$ cat config.mk
export PLATFORM = sky130hd
export DESIGN_NAME = idct4x4_flat
export DESIGN_NICKNAME = d
export VERILOG_FILES = /design/src/rtl/idct_pkg.sv /design/src/rtl/idct4x4_if.sv /design/src/rtl/idct_row_mac.sv /design/src/rtl/idct4x4.sv /design/src/flat_wrapper.sv
export SDC_FILE = /design/constraint.sdc
export NUM_CORES = 2
export LEC_CHECK = 0
export BUFFER_PORTS_ARGS = -buffer_cell sky130_fd_sc_hd__buf_2
export CORE_MARGIN = 2
export CORE_UTILIZATION = 50
export DETAILED_ROUTE_END_ITERATION = 10
export PLACE_DENSITY_LB_ADDON = 0.08
export RECOVER_POWER = 50
export SETUP_SLACK_MARGIN = 0.2
export SLEW_MARGIN = 20
export SYNTH_ARGS = -nofsm -noshare
export SYNTH_HDL_FRONTEND = slang
export SYNTH_SLANG_ARGS = --single-unit
$ cat constraint.sdc
create_clock -name clk -period 13.64 [get_ports clk]
set_input_delay 0.682 -clock clk [delete_from_list [all_inputs] [get_ports clk]]
set_output_delay 0.682 -clock clk [all_outputs]
set_load 0.02 [all_outputs]
$ cat src/rtl/idct_pkg.sv
// Shared constants, state encoding and arithmetic helpers for the 4x4 inverse DCT.
package idct_pkg;

    localparam int unsigned COEF_W = 10;
    localparam int unsigned PIX_W  = 8;
    localparam int unsigned MID_W  = 12;
    localparam int unsigned SHIFT  = 7;
    localparam int unsigned OP_W   = MID_W;  // mac operand width, covers coef, T and C
    localparam int unsigned ACC_W  = 26;     // full-precision dot-product width

    localparam logic signed [7:0] C_MAT [4][4] = '{
        '{8'sd64,  8'sd64,  8'sd64,  8'sd64},
        '{8'sd83,  8'sd34, -8'sd34, -8'sd83},
        '{8'sd64, -8'sd64, -8'sd64,  8'sd64},
        '{8'sd34, -8'sd83,  8'sd83, -8'sd34}
    };

    typedef enum logic [2:0] {
        StIdle,
        StInput,
        StCalc1,
        StCalc2,
        StOutput
    } state_e;

    localparam logic signed [ACC_W-1:0] RND     = ACC_W'(1 << (SHIFT - 1));
    localparam logic signed [ACC_W-1:0] PIX_MAX = ACC_W'((1 << (PIX_W - 1)) - 1);
    localparam logic signed [ACC_W-1:0] PIX_MIN = -ACC_W'(1 << (PIX_W - 1));

    // Round-half-up then floor shift, matching the forward transform.
    function automatic logic signed [ACC_W-1:0] round_shift(input logic signed [ACC_W-1:0] x);
        return (x + RND) >>> SHIFT;
    endfunction

    function automatic logic signed [PIX_W-1:0] sat8(input logic signed [ACC_W-1:0] x);
        if (x > PIX_MAX) begin
            return PIX_W'(PIX_MAX);
        end else if (x < PIX_MIN) begin
            return PIX_W'(PIX_MIN);
        end
        return PIX_W'(x);
    endfunction

endpackage

$ cat src/rtl/idct4x4_if.sv
// Coefficient-in / pixel-out streaming bus of the inverse DCT.
interface idct4x4_if;
    import idct_pkg::*;

    logic                     in_valid;
    logic signed [COEF_W-1:0] in_data;
    logic                     out_valid;
    logic signed [PIX_W-1:0]  out_data;

    modport master (
        output in_valid,
        output in_data,
        input  out_valid,
        input  out_data
    );

    modport slave (
        input  in_valid,
        input  in_data,
        output out_valid,
        output out_data
    );

endinterface

$ cat src/rtl/idct_row_mac.sv
// Four parallel 4-term signed dot products: dot[j] = sum_k a[k] * b[k][j].
module idct_row_mac
    import idct_pkg::*;
(
    input  logic signed [OP_W-1:0]  a   [4],
    input  logic signed [OP_W-1:0]  b   [4][4],
    output logic signed [ACC_W-1:0] dot [4]
);

    always_comb begin
        for (int j = 0; j < 4; j++) begin
            dot[j] = '0;
            for (int k = 0; k < 4; k++) begin
                dot[j] = dot[j] + ACC_W'(a[k]) * ACC_W'(b[k][j]);
            end
        end
    end

endmodule

$ cat src/rtl/idct4x4.sv
// Serial-in/serial-out 4x4 inverse DCT, X = C^T * Y * C with rounding between passes.
module idct4x4
    import idct_pkg::*;
(
    input logic       clk,
    input logic       rst_n,
    idct4x4_if.slave  bus
);

    state_e                   state;
    logic [3:0]               in_cnt;
    logic [1:0]               row_cnt;
    logic [3:0]               out_cnt;
    logic signed [COEF_W-1:0] y_buf [4][4];
    logic signed [MID_W-1:0]  t_buf [4][4];
    logic signed [PIX_W-1:0]  x_buf [4][4];

    logic signed [OP_W-1:0]   mac_a   [4];
    logic signed [OP_W-1:0]   mac_b   [4][4];
    logic signed [ACC_W-1:0]  mac_dot [4];

    // Pass 1 feeds column row_cnt of C against Y; pass 2 feeds row row_cnt of T against C.
    always_comb begin
        for (int k = 0; k < 4; k++) begin
            mac_a[k] = '0;
            for (int j = 0; j < 4; j++) begin
                mac_b[k][j] = '0;
            end
        end
        if (state == StCalc1) begin
            for (int k = 0; k < 4; k++) begin
                mac_a[k] = OP_W'(C_MAT[k][row_cnt]);
                for (int j = 0; j < 4; j++) begin
                    mac_b[k][j] = OP_W'(y_buf[k][j]);
                end
            end
        end else begin
            for (int k = 0; k < 4; k++) begin
                mac_a[k] = t_buf[row_cnt][k];
                for (int j = 0; j < 4; j++) begin
                    mac_b[k][j] = OP_W'(C_MAT[k][j]);
                end
            end
        end
    end

    idct_row_mac u_mac (
        .a   (mac_a),
        .b   (mac_b),
        .dot (mac_dot)
    );

    always_ff @(posedge clk or negedge rst_n) begin
        if (!rst_n) begin
            state         <= StIdle;
            in_cnt        <= '0;
            row_cnt       <= '0;
            out_cnt       <= '0;
            bus.out_valid <= 1'b0;
            bus.out_data  <= '0;
            for (int r = 0; r < 4; r++) begin
                for (int c = 0; c < 4; c++) begin
                    y_buf[r][c] <= '0;
                    t_buf[r][c] <= '0;
                    x_buf[r][c] <= '0;
                end
            end
        end else begin
            unique case (state)
                StIdle: begin
                    bus.out_valid <= 1'b0;
                    bus.out_data  <= '0;
                    if (bus.in_valid) begin
                        y_buf[0][0] <= bus.in_data;
                        in_cnt      <= 4'd1;
                        state       <= StInput;
                    end
                end
                StInput: begin
                    if (bus.in_valid) begin
                        y_buf[in_cnt[3:2]][in_cnt[1:0]] <= bus.in_data;
                        if (in_cnt == 4'd15) begin
                            in_cnt  <= '0;
                            row_cnt <= '0;
                            state   <= StCalc1;
                        end else begin
                            in_cnt <= in_cnt + 4'd1;
                        end
                    end else begin
                        // Short frame: drop what was collected.
                        in_cnt <= '0;
                        state  <= StIdle;
                    end
                end
                StCalc1: begin
                    for (int j = 0; j < 4; j++) begin
                        t_buf[row_cnt][j] <= MID_W'(round_shift(mac_dot[j]));
                    end
                    row_cnt <= row_cnt + 2'd1;
                    if (row_cnt == 2'd3) begin
                        state <= StCalc2;
                    end
                end
                StCalc2: begin
                    for (int j = 0; j < 4; j++) begin
                        x_buf[row_cnt][j] <= sat8(round_shift(mac_dot[j]));
                    end
                    row_cnt <= row_cnt + 2'd1;
                    if (row_cnt == 2'd3) begin
                        out_cnt <= '0;
                        state   <= StOutput;
                    end
                end
                StOutput: begin
                    bus.out_valid <= 1'b1;
                    bus.out_data  <= x_buf[out_cnt[3:2]][out_cnt[1:0]];
                    out_cnt       <= out_cnt + 4'd1;
                    if (out_cnt == 4'd15) begin
                        state <= StIdle;
                    end
                end
                default: begin
                    state <= StIdle;
                end
            endcase
        end
    end

endmodule

$ cat src/flat_wrapper.sv
// flat-port wrapper written by rule: the top's interface ports become plain ports
module idct4x4_flat import idct_pkg::*;
  (clk, rst_n, bus_in_valid, bus_in_data, bus_out_valid, bus_out_data);
  idct4x4_if bus_i ();
  input logic clk;
  input logic rst_n;
  input wire logic [$bits(bus_i.in_valid)-1:0] bus_in_valid;
  input wire logic [$bits(bus_i.in_data)-1:0] bus_in_data;
  output wire logic [$bits(bus_i.out_valid)-1:0] bus_out_valid;
  output wire logic [$bits(bus_i.out_data)-1:0] bus_out_data;
  assign bus_i.in_valid = bus_in_valid;
  assign bus_i.in_data = bus_in_data;
  assign bus_out_valid = bus_i.out_valid;
  assign bus_out_data = bus_i.out_data;
  idct4x4 u_core (.clk(clk), .rst_n(rst_n), .bus(bus_i));
endmodule
* After elaboration in Yosys (flattened, before gate mapping)
Index checks and enable logic that the tools add are counted.
** Word-level totals
- Register bits after elaboration :: 502
- Latch bits :: 0
- Memory bits (writable) :: 0
- Memory bits (read-only) :: 0
- Bits of input ports :: 13
- Output and inout port bits :: 9
- Logic and storage cells :: 240
- Memories :: 0
** Cells by class
- Add/sub/neg operators :: 19
- $mul :: 16
- Divide/modulo/power cells :: 0
- Order comparisons :: 16
- Equality and inequality tests :: 14
- Shift operators :: 0
- Mux-type cells :: 101
- Bitwise gates (word level) :: 5
- Reduce and logical (&&, ||, !) cells :: 15
** Operators by type and width (number)
- $bwmux 192 :: 4
- $bwmux 128 :: 4
- $demux 48 s2 :: 4
- $mul 12x12->24 :: 16
- $demux 32 s2 :: 4
- $mux 8 :: 27
- $mux 192 :: 1
- $mux 48 :: 4
- $bwmux 160 :: 1
- $mux 160 :: 1
- $add 25x24->26 :: 4
- $add 26x24->26 :: 4
- $add 26x8->26 const B :: 4
- $add 24x24->25 :: 4
- $bmux 48 s2 :: 1
- $mux 32 :: 3
- $bmux 8 s2 :: 5
- $demux 40 s2 :: 1
- $gt 19x8->1 const B :: 4
- $lt 19x8->1 const B :: 4
- $bmux 32 s2 :: 1
- $mux 24 :: 2
- $mux 40 :: 1
- $mux 36 :: 1
- 34 further kinds :: 81

* Longest topological paths before layout
- Word-level depth :: 20
- Depth in mapped cells :: 40
- Mapped depth without buffers :: 34

* Hierarchy
A second synthesis with hierarchy kept.
** Unflattened totals
- Cell total of the unflattened synthesis :: 12099
- Area total of the unflattened synthesis :: 117076.0 µm²
** By module, submodules not included
- idct_row_mac :: instances 1, cells an instance 9865, area an instance 92811.5 µm²
- idct4x4 :: instances 1, cells an instance 2234, area an instance 24264.5 µm²

* Worst setup path after synthesis
No wires, ideal clock.
- Kind :: register to register
- From :: reg u_core.row_cnt[1]
- To :: reg u_core.x_buf[14] in the netlist's numbering
- Setup time :: 0.121 ns
- Data arrival time :: 10.051 ns
- Required time :: 13.519 ns
- Slack :: 3.468 ns
- Stages on the path, launching flop included :: 35
- Buffers on the path :: 6
- Period minus slack after synthesis :: 10.172 ns
- Cell sequence :: dfrtp_1 > clkbuf_1 > clkbuf_1 > inv_1 > clkbuf_1 > ha_1 > and2_1 > clkbuf_1 > clkbuf_1 > buf_1 > nand2_1 > fa_1 > inv_1 > fa_1 > inv_1 > fa_1 > inv_1 > fa_1 > fa_1 > fa_1 > fa_1 > fa_1 > inv_1 > fa_1 > inv_1 > ha_1 > a21oi_1 > o21ai_0 > or3_1 > a2111oi_2 > o31ai_1 > xnor2_2 > a41oi_1 > nor2_1 > o22a_1
** Between the ends
- Longest elaborated chain between the ends :: 20
- Elaborated cells on any way between the ends :: 93
- Those cells by class :: add/sub: 16; mul: 16; order compare: 10; mux: 49; bitwise: 1; reduce/logical: 1
** RTL lines
- from (decl) :: line idct4x4.sv:12 : logic [1:0] row_cnt;
- from (signal assigned) :: line idct4x4.sv:99 : row_cnt <= row_cnt + 2'd1;
- from (signal assigned) :: line idct4x4.sv:108 : row_cnt <= row_cnt + 2'd1;
- $not 2->3 (implied by the code) (*) :: line idct4x4.sv:32, idct4x4.sv:39, idct4x4.sv:106
- $bmux 48 s2 / $bmux 8 s2 (equally long branches) :: line idct4x4.sv:39, idct4x4.sv:32
- $mux 48 (implied by the code) / $mux 8 (equally long branches) (2 in a row) :: line idct4x4.sv:39, idct4x4.sv:32
- $mux 48 :: line idct4x4.sv:30 : if (state == StCalc1) begin
- $mul 12x12->24 :: line idct_row_mac.sv:14 : dot[j] = dot[j] + ACC_W'(a[k]) * ACC_W'(b[k][j]);
- $add 24x24->25 :: line idct_row_mac.sv:14
- $add 25x24->26 :: line idct_row_mac.sv:14
- $add 26x24->26 :: line idct_row_mac.sv:14
- $add 26x8->26
- $lt 19x8->1 :: line idct_pkg.sv:38 : end else if (x < PIX_MIN) begin
- $mux 1 :: line idct_pkg.sv:38
- $mux 1 :: line idct_pkg.sv:36 : if (x > PIX_MAX) begin
- $mux 1 :: line idct4x4.sv:69 : unique case (state)
- $mux 8 :: line idct_pkg.sv:41 : return PIX_W'(x);
- $mux 8 :: line idct4x4.sv:69
- $bwmux 128 (3 in a row) :: line idct4x4.sv:106 : x_buf[row_cnt][j] <= sat8(round_shift(mac_dot[j]));
- $bwmux 128 (*) :: line idct4x4.sv:106
- to (signal, indexed assignment) :: line idct4x4.sv:106
- to (decl) :: line idct4x4.sv:16 : logic signed [PIX_W-1:0] x_buf [4][4];
Mark *: on every way between the ends. The rest lies on a longest branch, timed or not. The select of a mux whose other input is x is not followed.
A chain may end at the register's enable or synchronous reset.

* Worst setup path in the final report
- From :: reg u_core.row_cnt[1]
- To :: reg u_core.x_buf[105] in the netlist's numbering
The elaborated chain is that of the path after synthesis.

==> flow_summary.toml <==
[global_routing]
antenna_found_initial = 41
grt_pass1_wl_um = 517000
grt_max_degree = 99
grt_use_total = 0.327
first_global_vias = 80900
grt.overflow.total = 0

[clocking]
cts_max_level = 3
clock_latency_ns = 0.74
cts_resized = 0
cts_tree = "yes"
clkTransAtPathRegs_ns = 0.06
ctsHoldBuffers = 1
cts_setup_buffers = 0
cts_buffers = 73
clockBufferDepth = 3
cts_sinks = 502
root_buffer = "clkbuf_16"

[setup_path]
cp-endpoint = "u_core.x_buf[105]"
crit_required_ns = 14.24
worstPathArrival_ns = 13.30
path_depth = 30
cpPeakStageDelay_ns = 1.17
rrSetupSlack_ns = 0.94
timing.setup.critical_path_class = "reg2reg"
cp-startpoint = "u_core.row_cnt[1]"
worst_path_most_repeated_cell = "fa_1"
worst_path_dominant_cell_family = "adder cells"
r2r-start = "u_core.row_cnt[1]"
end_kind = "flop"
rr_worst_depth = 30
critPathBufInv = 8
crit_path_max_fanout = 21
r2r-end = "u_core.x_buf[105]"
cp-start-kind = "flop"
cpMaxStageDelayCell = "clkbuf_1"

[synth]
ys_types = 96
synth_top_area_cell = "fa_1"
syn-cell-area_mm2 = 0.108
yosysWarnings = 0
netlist.area_leader.share = 0.503
yosys-top-cells-area = "fa_1, inv_1, dfrtp_1"
synth_seq_cells = 502
async_reset_ff_frac = 1.00
yosys.cell_count.top_type = "inv_1"
avgSynthCellArea_um2 = 10.0
syn_inst = 10700
yosys_most_used_dff = "dfrtp_1"
synth_common_cells = "inv_1, fa_1, nand2_1"
synth_edf_count = 0
synth_seq_area_share = 0.117

[layout]
seq_area_mm2 = 0.0126
finalNetCount = 14600
multi_input_area_mm2 = 0.0834
area_delta_synth_final_pct = 8.36
drive_above_1_share = 0.0591
fill_cells = 19500

[placed_design]
portBuffers = 21
detailed_place_hpwl_um = 283000
pre_cts_ws_ns = 1.71
gp_congestion = 0.940

[hold_path]
hp-class = "in2reg"

[route]
drt_iter0_markers = 5407
num_vias = 73400
antenna_left = 0
avgViaCountPerCell = 5.16
drt_wl_total_um = 340000
avgRoutedWirePerCell_um = 23.9
firstDrtPassIters = 9
remaining_drc_errors = 0

[flow_run]
maxCapViolations = 8

[die]
die_w_um = 468
rows = 170
chipHeight_um = 468
initial_core_util = 0.502
core_area_mm2 = 0.214
dieArea_mm2 = 0.219
ios = 22

[timing]
setup_slack_ns = 0.935
timing.final.crit_share = 0.931
worst_slew_pin_slew_ns = 5.63
tns_ns = 0
fin_worst_skew_ns = 0.0707
slew_viol_final = 301
slew_headroom = -2.75
min_period_ns = 12.70
setup_viol = 0
grt_setup_unrepaired = "false"
max_freq_ghz = 0.0787
finalHoldViolCount = 0

[run_status]
status = "complete, but fails checks"
violations = "capacitance limit, slew limit"
stage by stage:
stage | utilization | hold slack [ns] | cell area [um^2] | instances
floorplan | - | 0.386 | 110000 | 11300
global placement | 0.531 | 0.456 | 114000 | 14000
detailed placement | 0.531 | 0.465 | 114000 | 14000
CTS | 0.544 | 0.434 | 116000 | 14200
global route | 0.544 | 0.415 | 116000 | 14200
finish | 0.544 | 0.411 | 117000 | 14200
logic make-up (layout without fill, tap and decap cells):
| logic type | after synthesis | count (layout) | share of synthesized area |
|---|---|---|---|
| compound gates | 727 | 727 | 0.0435 |
| mux | 274 | 274 | 0.0351 |
| other cells | 2 | 668 | 0.0000698 |
| simple gates | 1934 | 1934 | 0.0809 |
| flops | 502 | 502 | 0.117 |
| xor+xnor | 149 | 149 | 0.0123 |
| fa+ha+maj | 3357 | 3357 | 0.579 |
| buf+inv | 3778 | 3761 | 0.132 |
layout by cell type, fill, tap and decap left out, types with 46 or more instances in the layout:
cell type,synthesis,layout
dfrtp_1,502,500
fa_1,2703,2703
o22a_1,58,58
buf_4,0,140
o21ai_0,344,337
mux2_2,182,181
inv_1,3449,3449
and3_1,167,167
nand2b_1,75,74
mux4_2,64,64
nor2_1,498,487
conb_1,2,627
nand2_1,890,883
a21oi_1,75,70
ha_1,654,653
clkbuf_16,0,73
or2_2,47,46
xnor2_1,111,108
and2_1,110,108
worst register-to-register path, delay by kind of cell (launching register included):
family | cells | cell delay, ns
AOI/OAI and AO/OA | 7 | 2.46
xor gates and xnor gates | 1 | 0.16
adders and majority gates | 10 | 4.94
buffers and inverters | 8 | 2.52
DFF | 1 | 0.82
and+or+nand+nor | 4 | 1.70
sequential cells by signal, indices dropped and copies added, names as in the netlist:
signal,count
u_core.row_cnt,2
u_core.in_cnt,4
u_core.out_cnt,4
u_core.bus.out_data,8
u_core.state,3
u_core.x_buf,128
u_core.t_buf,192
u_core.bus.out_valid,1
u_core.y_buf,160
metal layers:
| metal | wire, um | GRT usage |
|---|---|---|
| met4 | 14900 | 0.128 |
| met1 | 133000 | 0.432 |
| met3 | 26200 | 0.0587 |
| met2 | 165000 | 0.537 |
| met5 | 93 | 0 |
worst min path at each step:
stage / endpoint / slack (ns) / start / cells past startpoint
floorplan: u_core.bus.out_data[0] / 0.39 / rst_n / 0
global placement: u_core.x_buf[119] / 0.46 / u_core.x_buf[119] / 2
detailed placement: u_core.t_buf[53] / 0.46 / u_core.t_buf[53] / 2
CTS: u_core.in_cnt[0] / 0.43 / bus_in_valid / 3
global route: u_core.in_cnt[0] / 0.42 / bus_in_valid / 3
finish: u_core.in_cnt[0] / 0.41 / bus_in_valid / 3
final cells by class:
type                       count  share of cell area
antenna                       41            0.000880
timing repair buffer         173              0.0111
tap                         2838              0.0305
clock inverter                39             0.00514
clock buffer                  96              0.0177
sequential                   502               0.108
multi-input combinational   7068               0.716
inverter                    3453               0.111
Power is left out: the tool's default activity adds up to more than one toggle a clock period on the data nets, which glitch-free logic cannot reach.
